--- src/rtl/bcd_pkg.sv ---
// Shared types and helpers for the sequential binary-to-BCD converter.
package bcd_pkg;

  typedef logic [3:0] bcd_digit_t;

  typedef enum logic [1:0] {
    IDLE    = 2'd0,
    CONVERT = 2'd1,
    DONE    = 2'd2
  } conv_state_t;

  // Elaboration-time 10**n, used to derive the largest displayable value.
  function automatic logic [63:0] pow10(input int n);
    logic [63:0] r;
    r = 64'd1;
    for (int i = 0; i < n; i++) begin
      r = r * 64'd10;
    end
    return r;
  endfunction

endpackage

--- src/rtl/bcd_add3.sv ---
// Double-dabble digit correction: a digit of 5 or more gets +3 before the shift.
module bcd_add3
  import bcd_pkg::*;
(
  input  logic [3:0] d_in,
  output logic [3:0] d_out
);

  bcd_digit_t d_adj;

  assign d_adj = (d_in >= 4'd5) ? (d_in + 4'd3) : d_in;
  assign d_out = d_adj;

endmodule

--- src/rtl/bin_to_bcd_seq.sv ---
// Iterative binary-to-BCD converter, one input bit per clock, with overflow and blank mask.
// Leading-zero blanking is built only when LEAD_ZERO_BLANK_EN is defined.
module bin_to_bcd_seq
  import bcd_pkg::*;
#(
  parameter int BIN_W  = 20,
  parameter int DIGITS = 6
) (
  input  logic                  clk,
  input  logic                  rst,
  input  logic                  in_valid,
  output logic                  in_ready,
  input  logic [BIN_W-1:0]      bin_in,
  output logic                  done,
  output logic [4*DIGITS-1:0]   bcd_out,
  output logic                  ovf,
  output logic [DIGITS-1:0]     blank_mask
);

  // One spare digit in the scratch so values above MAX never wrap during conversion.
  localparam int SCR_W = 4 * (DIGITS + 1);
  localparam int CNT_W = $clog2(BIN_W + 1);
  localparam logic [63:0] MAX_VAL = pow10(DIGITS) - 64'd1;
  localparam logic [CNT_W-1:0] LAST_CNT = CNT_W'(BIN_W - 1);

  conv_state_t state_reg, state_next;

  logic [BIN_W-1:0]    shreg_reg;
  logic [SCR_W-1:0]    scratch_reg;
  logic [SCR_W-1:0]    scratch_adj;
  logic [SCR_W-1:0]    scratch_next;
  logic [CNT_W-1:0]    cnt_reg;
  logic                ovf_pend_reg;
  logic [4*DIGITS-1:0] bcd_reg;
  logic                ovf_reg;
  logic [DIGITS-1:0]   mask_reg;
  logic [DIGITS-1:0]   mask_next;
  logic                accept;
  logic                iterate;
  logic                last_iter;

  genvar gi;
  generate
    for (gi = 0; gi < DIGITS + 1; gi++) begin : g_add3
      bcd_add3 u_add3 (
        .d_in  (scratch_reg[4*gi +: 4]),
        .d_out (scratch_adj[4*gi +: 4])
      );
    end
  endgenerate

  // The top scratch bit is always zero after correction, so the truncation loses nothing.
  assign scratch_next = SCR_W'({scratch_adj, shreg_reg[BIN_W-1]});
  assign last_iter    = (cnt_reg == LAST_CNT);

`ifdef LEAD_ZERO_BLANK_EN
  logic [DIGITS-1:0] lead_zero;

  generate
    for (gi = 0; gi < DIGITS; gi++) begin : g_blank
      if (gi == DIGITS - 1) begin : g_top
        assign lead_zero[gi] = (scratch_next[4*gi +: 4] == 4'd0);
      end else begin : g_chain
        assign lead_zero[gi] = (scratch_next[4*gi +: 4] == 4'd0) & lead_zero[gi+1];
      end

      if (gi == 0) begin : g_units
        assign mask_next[gi] = 1'b0;
      end else begin : g_upper
        assign mask_next[gi] = ~ovf_pend_reg & lead_zero[gi];
      end
    end
  endgenerate
`else
  assign mask_next = '0;
`endif

  always_ff @(posedge clk) begin
    if (rst) begin
      state_reg <= IDLE;
    end else begin
      state_reg <= state_next;
    end
  end

  always_comb begin
    state_next = state_reg;
    case (state_reg)
      IDLE:    if (in_valid)  state_next = CONVERT;
      CONVERT: if (last_iter) state_next = DONE;
      DONE:    state_next = IDLE;
      default: state_next = IDLE;
    endcase
  end

  always_comb begin
    in_ready = 1'b0;
    done     = 1'b0;
    accept   = 1'b0;
    iterate  = 1'b0;
    case (state_reg)
      IDLE: begin
        in_ready = 1'b1;
        accept   = in_valid;
      end
      CONVERT: iterate = 1'b1;
      DONE:    done    = 1'b1;
      default: ;
    endcase
  end

  always_ff @(posedge clk) begin
    if (rst) begin
      shreg_reg    <= '0;
      scratch_reg  <= '0;
      cnt_reg      <= '0;
      ovf_pend_reg <= 1'b0;
      bcd_reg      <= '0;
      ovf_reg      <= 1'b0;
      mask_reg     <= '0;
    end else begin
      if (accept) begin
        shreg_reg    <= bin_in;
        scratch_reg  <= '0;
        cnt_reg      <= '0;
        ovf_pend_reg <= (64'(bin_in) > MAX_VAL);
      end
      if (iterate) begin
        scratch_reg <= scratch_next;
        shreg_reg   <= {shreg_reg[BIN_W-2:0], 1'b0};
        cnt_reg     <= cnt_reg + CNT_W'(1);
        // Results publish on the same edge as the final shift, so use the shifted value.
        if (last_iter) begin
          bcd_reg  <= ovf_pend_reg ? {DIGITS{4'h9}} : scratch_next[4*DIGITS-1:0];
          ovf_reg  <= ovf_pend_reg;
          mask_reg <= mask_next;
        end
      end
    end
  end

  assign bcd_out    = bcd_reg;
  assign ovf        = ovf_reg;
  assign blank_mask = mask_reg;

endmodule
--- config.mk ---
export PLATFORM = sky130hd
export DESIGN_NAME = bin_to_bcd_seq
export DESIGN_NICKNAME = d
export VERILOG_FILES = /design/src/rtl/bcd_pkg.sv /design/src/rtl/bcd_add3.sv /design/src/rtl/bin_to_bcd_seq.sv
export SDC_FILE = /design/constraint.sdc
export NUM_CORES = 1
export LEC_CHECK = 0
export ABC_CLOCK_PERIOD_IN_PS = 2600
export CORE_MARGIN = 2
export CORE_UTILIZATION = 57
export CTS_CLUSTER_DIAMETER = 50
export DETAILED_ROUTE_END_ITERATION = 6
export PLACE_DENSITY_LB_ADDON = 0.12
export SLEW_MARGIN = 0
export SYNTH_ARGS = -nofsm -noshare
export SYNTH_HDL_FRONTEND = slang
export SYNTH_SLANG_ARGS = --single-unit
--- constraint.sdc ---
create_clock -name clk -period 2.6 [get_ports clk]
set_clock_uncertainty 0.2 [all_clocks]
set_input_delay 0.52 -clock clk [delete_from_list [all_inputs] [get_ports clk]]
set_output_delay 0.52 -clock clk [all_outputs]
set_load 0.05 [all_outputs]
==> run_results.csv <==
group,metric,value,unit
outcome,outcome,"completed",
timing,final.setup.tns,0,ns
critical_path,worst_ep_required_time,1.88,ns
die,floorplan.die.height,81.50,µm
critical_path,critical_path.endpoint_type,"output pin",
die,rows,28,
layout,layout.cells.most_common,"sky130_fd_sc_hd__dfxtp_1",
yosys,number_of_flops_mapped_to_enable_cells_by_yosys,0,
grt,grt.total_usage,24.83,%
yosys,most_frequently_used_flop_master_after_synthesis,"sky130_fd_sc_hd__dfxtp_1",
yosys,yosysUniqueCellTypes,40,
yosys,synth_top_cells_by_area,"sky130_fd_sc_hd__dfxtp_1 45%, sky130_fd_sc_hd__a21oi_1 6.3%, sky130_fd_sc_hd__ha_1 4.8%, sky130_fd_sc_hd__a22oi_1 4.2%, sky130_fd_sc_hd__nand2_1 3.4%",
detailed_routing,finalWirelength,7921,µm
pwr,internal-power,1.853,mW
pwr,power.clock.fraction,41.5,%
die,chipWidth,81.50,µm
clocking,cts_tree,"built",
pwr,comb_power_share,8.3,%
clocking,worst_skew_pair.late_latency,0.35,ns
critical_path,worstReg2RegEnd,"bcd_out[4]",
grt,grt-ovfl-total,0,
clocking,cts_inserted_buffers,9,
min_path,min_delay_path_depth,2,
layout,area.sequential,1541,µm²
layout,final_layout_size_suffix_gt1_share,9.624,%
detailed_routing,count_of_tritonroute_iterations_in_the_first_routing_pass,4,
yosys,synth_top_area_share,45.03,%
critical_path,critPathMaxStageDelay,0.81,ns
clocking,holdBufCountCts,0,
detailed_routing,final_antenna_net_count,0,
yosys,post_synth.cell_area_avg,9.178,µm²
die,core_region_area,5851,µm²
clocking,clk_pin_slew,0.08,ns
layout,mostFrequentLayoutCells,"77 x sky130_fd_sc_hd__dfxtp_1, 48 x sky130_fd_sc_hd__clkdlybuf4s50_1, 43 x sky130_fd_sc_hd__a21oi_1",
critical_path,critical_path.max_fanout,6,
yosys,netlist_area,3423,µm²
yosys,synthCells,373,
clocking,cts_setup_buffers,0,
pwr,power.share.sequential,50.2,%
clocking,cts_root_buf,"sky130_fd_sc_hd__clkbuf_8",
run,cap_violations,0,
place,globalplace.congestion,0.8047,
grt,initial_antenna_violation_count,0,
min_path,holdCritPathClass,"input pin to flop",
min_path,min-delay-start,"rst",
clocking,ctsResizeCount,0,
pwr,maximum_vdd_ir_drop,0.0003613,V
timing,hold_viol,0,
pwr,power.net_switching,0.5789,mW
layout,num_antenna_cells,0,
die,effective_utilization_at_floorplan,58.51,%
detailed_routing,routed_via_density,5.790,
detailed_routing,route.detailed.drc,0,
place,buffer_ports.inserted,49,
detailed_routing,detail_route.iter0.violations,209,
timing,worst_pin_slew,0.5341,ns
detailed_routing,route.vias.total,2901,
yosys,synth_seq_cells,77,
timing,post_route_worst_hold_slack,0.2499,ns
pwr,netSwitchingFraction,23.81,%
yosys,synthesis.yosys.warnings,0,
critical_path,crit-reg2reg-launch,"cnt_reg[0]",
timing,slew_viol_final,0,
layout,total_area_of_multi_input_combinational_cells,1679,µm²
critical_path,worst_path_max_delay_cell,"sky130_fd_sc_hd__clkdlybuf4s50_1",
grt,grt_pass1_wl,12690,µm
timing,period_needed,2.471,ns
critical_path,setup.worst_path.end,"done",
detailed_routing,wl_per_cell,15.81,µm
layout,finish.net_count,457,
pwr,power.density,582.7,nW/µm²
yosys,post_synthesis_cell_type_with_the_largest_combined_area,"sky130_fd_sc_hd__dfxtp_1",
timing,rsz0062_at_grt,"no",
critical_path,rr_worst_depth,5,
timing,finalCritPeriodShare,95.03,%
critical_path,timing.critical_path.arrival,1.75,ns
critical_path,worst-r2r-setup-slack,0.41,ns
pwr,p_leak,1.536,nW
die,io_pins,56,
critical_path,critical_path.startpoint,"state_reg[1]",
clocking,cts-htree-levels,3,
yosys,synth.yosys.seq_area_share,45.03,%
critical_path,crit_type,"flop to output pin",
yosys,synth_async_sr_flop_share,0,%
die,die_area,6641,µm²
timing,timing.final.setup_violations,0,
critical_path,cp_launch_type,"flop",
clocking,tritoncts_num_sinks,77,
timing,achievable-frequency,0.4047,GHz
grt,maximum_number_of_pins_on_one_net_before_global_route_repair,33,
layout,synthToLayoutAreaGrowth,21.89,%
timing,timing.max_slew.rel_slack,64.26,%
clocking,cts-root-to-sink-buffers,2,
place,detailed_place_hpwl,5241,µm
grt,via_count_of_the_first_global_routing_pass,2653,
critical_path,crit_chain,"nor2b_1 > clkdlybuf4s50_1",
layout,fillCellCount,462,
[cell usage after synthesis (5+ instances only)]
cell                       number
sky130_fd_sc_hd__dfxtp_1       77
sky130_fd_sc_hd__xnor2_1        6
sky130_fd_sc_hd__ha_1          13
sky130_fd_sc_hd__mux2i_1        7
sky130_fd_sc_hd__buf_2          8
sky130_fd_sc_hd__buf_4          6
sky130_fd_sc_hd__a211oi_1       5
sky130_fd_sc_hd__o21a_1         7
sky130_fd_sc_hd__nor2_1        31
sky130_fd_sc_hd__nand3_1       10
sky130_fd_sc_hd__nand2_1       31
sky130_fd_sc_hd__nand2b_1       7
sky130_fd_sc_hd__inv_1         14
sky130_fd_sc_hd__a22oi_1       19
sky130_fd_sc_hd__a22o_1        11
sky130_fd_sc_hd__nor3b_1       12
sky130_fd_sc_hd__a311oi_1       6
sky130_fd_sc_hd__clkbuf_1      10
sky130_fd_sc_hd__a32o_1         8
sky130_fd_sc_hd__o21ai_0       11
sky130_fd_sc_hd__a21oi_1       43
[critical path, delay by kind of cell, from the launching register on]
family | cells | cell delay (ns)
and+or+nand+nor | 1 | 0.16
buffers and inverters | 1 | 0.81
DFF | 1 | 0.43
[how the worst min path moves through the flow]
stage,endpoint,slack [ns]
final,scratch_reg[15],0.25
after global routing,scratch_reg[7],0.27
after CTS,scratch_reg[11],0.26
after detailed placement,shreg_reg[1],0.25
after global placement,shreg_reg[1],0.24
after floorplan,shreg_reg[10],0.24
[routing by layer]
metal	track usage [%]	up-vias	part of all wire, %
li1	-	1429	-
met3	3.626	10	4.2
met5	0	-	0
met4	9.661	0	1.7
met2	39.67	68	49
met1	33.91	1394	45
[power groups by stage]
stage | registers, mW | clock network [mW] | logic, mW
floorplan | 1.24 | 0 | 0.137
global placement | 1.25 | 0 | 0.198
detailed placement | 1.25 | 0 | 0.202
CTS | 1.22 | 1.01 | 0.203
global route | 1.22 | 1.06 | 0.223
finish | 1.22 | 1.01 | 0.202
[kinds of logic (layout without fill, tap and decap cells)]
logic type,after synthesis,after routing,share of synthesized area [%]
xor gates and xnor gates,6,6,1.535
buffers and inverters,43,91,6.542
and+or+nand+nor,109,109,16.27
DFF,77,77,45.03
muxes,8,8,2.376
AOI/OAI and AO/OA,116,116,23.39
adders and majority gates,13,13,4.752
other,1,6,0.1095
[through the flow]
step | total power [mW] | area (µm²) | utilization (%) | setup slack, ns | cells
3_5_place_dp | 1.449 | 3943 | 67.39 | 0.2629 | 485
4_1_cts | 2.435 | 4173 | 71.32 | 0.1243 | 501
6_report | 2.432 | 4173 | 71.32 | 0.1292 | 501
5_1_grt | 2.510 | 4173 | 71.32 | 0.05049 | 501
3_3_place_gp | 1.444 | 3943 | 67.39 | 0.2955 | 485
2_1_floorplan | 1.380 | 3442 | - | 0.7726 | 378
[layout make-up]
type / count / share of cell area (%)
multi-input combinational: 258 / 40.24
inverter: 14 / 1.259
timing repair buffer: 61 / 13.79
clock inverter: 2 / 0.8996
sequential: 77 / 36.94
clock buffer: 14 / 4.618
tap: 75 / 2.249
No activity file was read; power rests on OpenSTA's default activity.
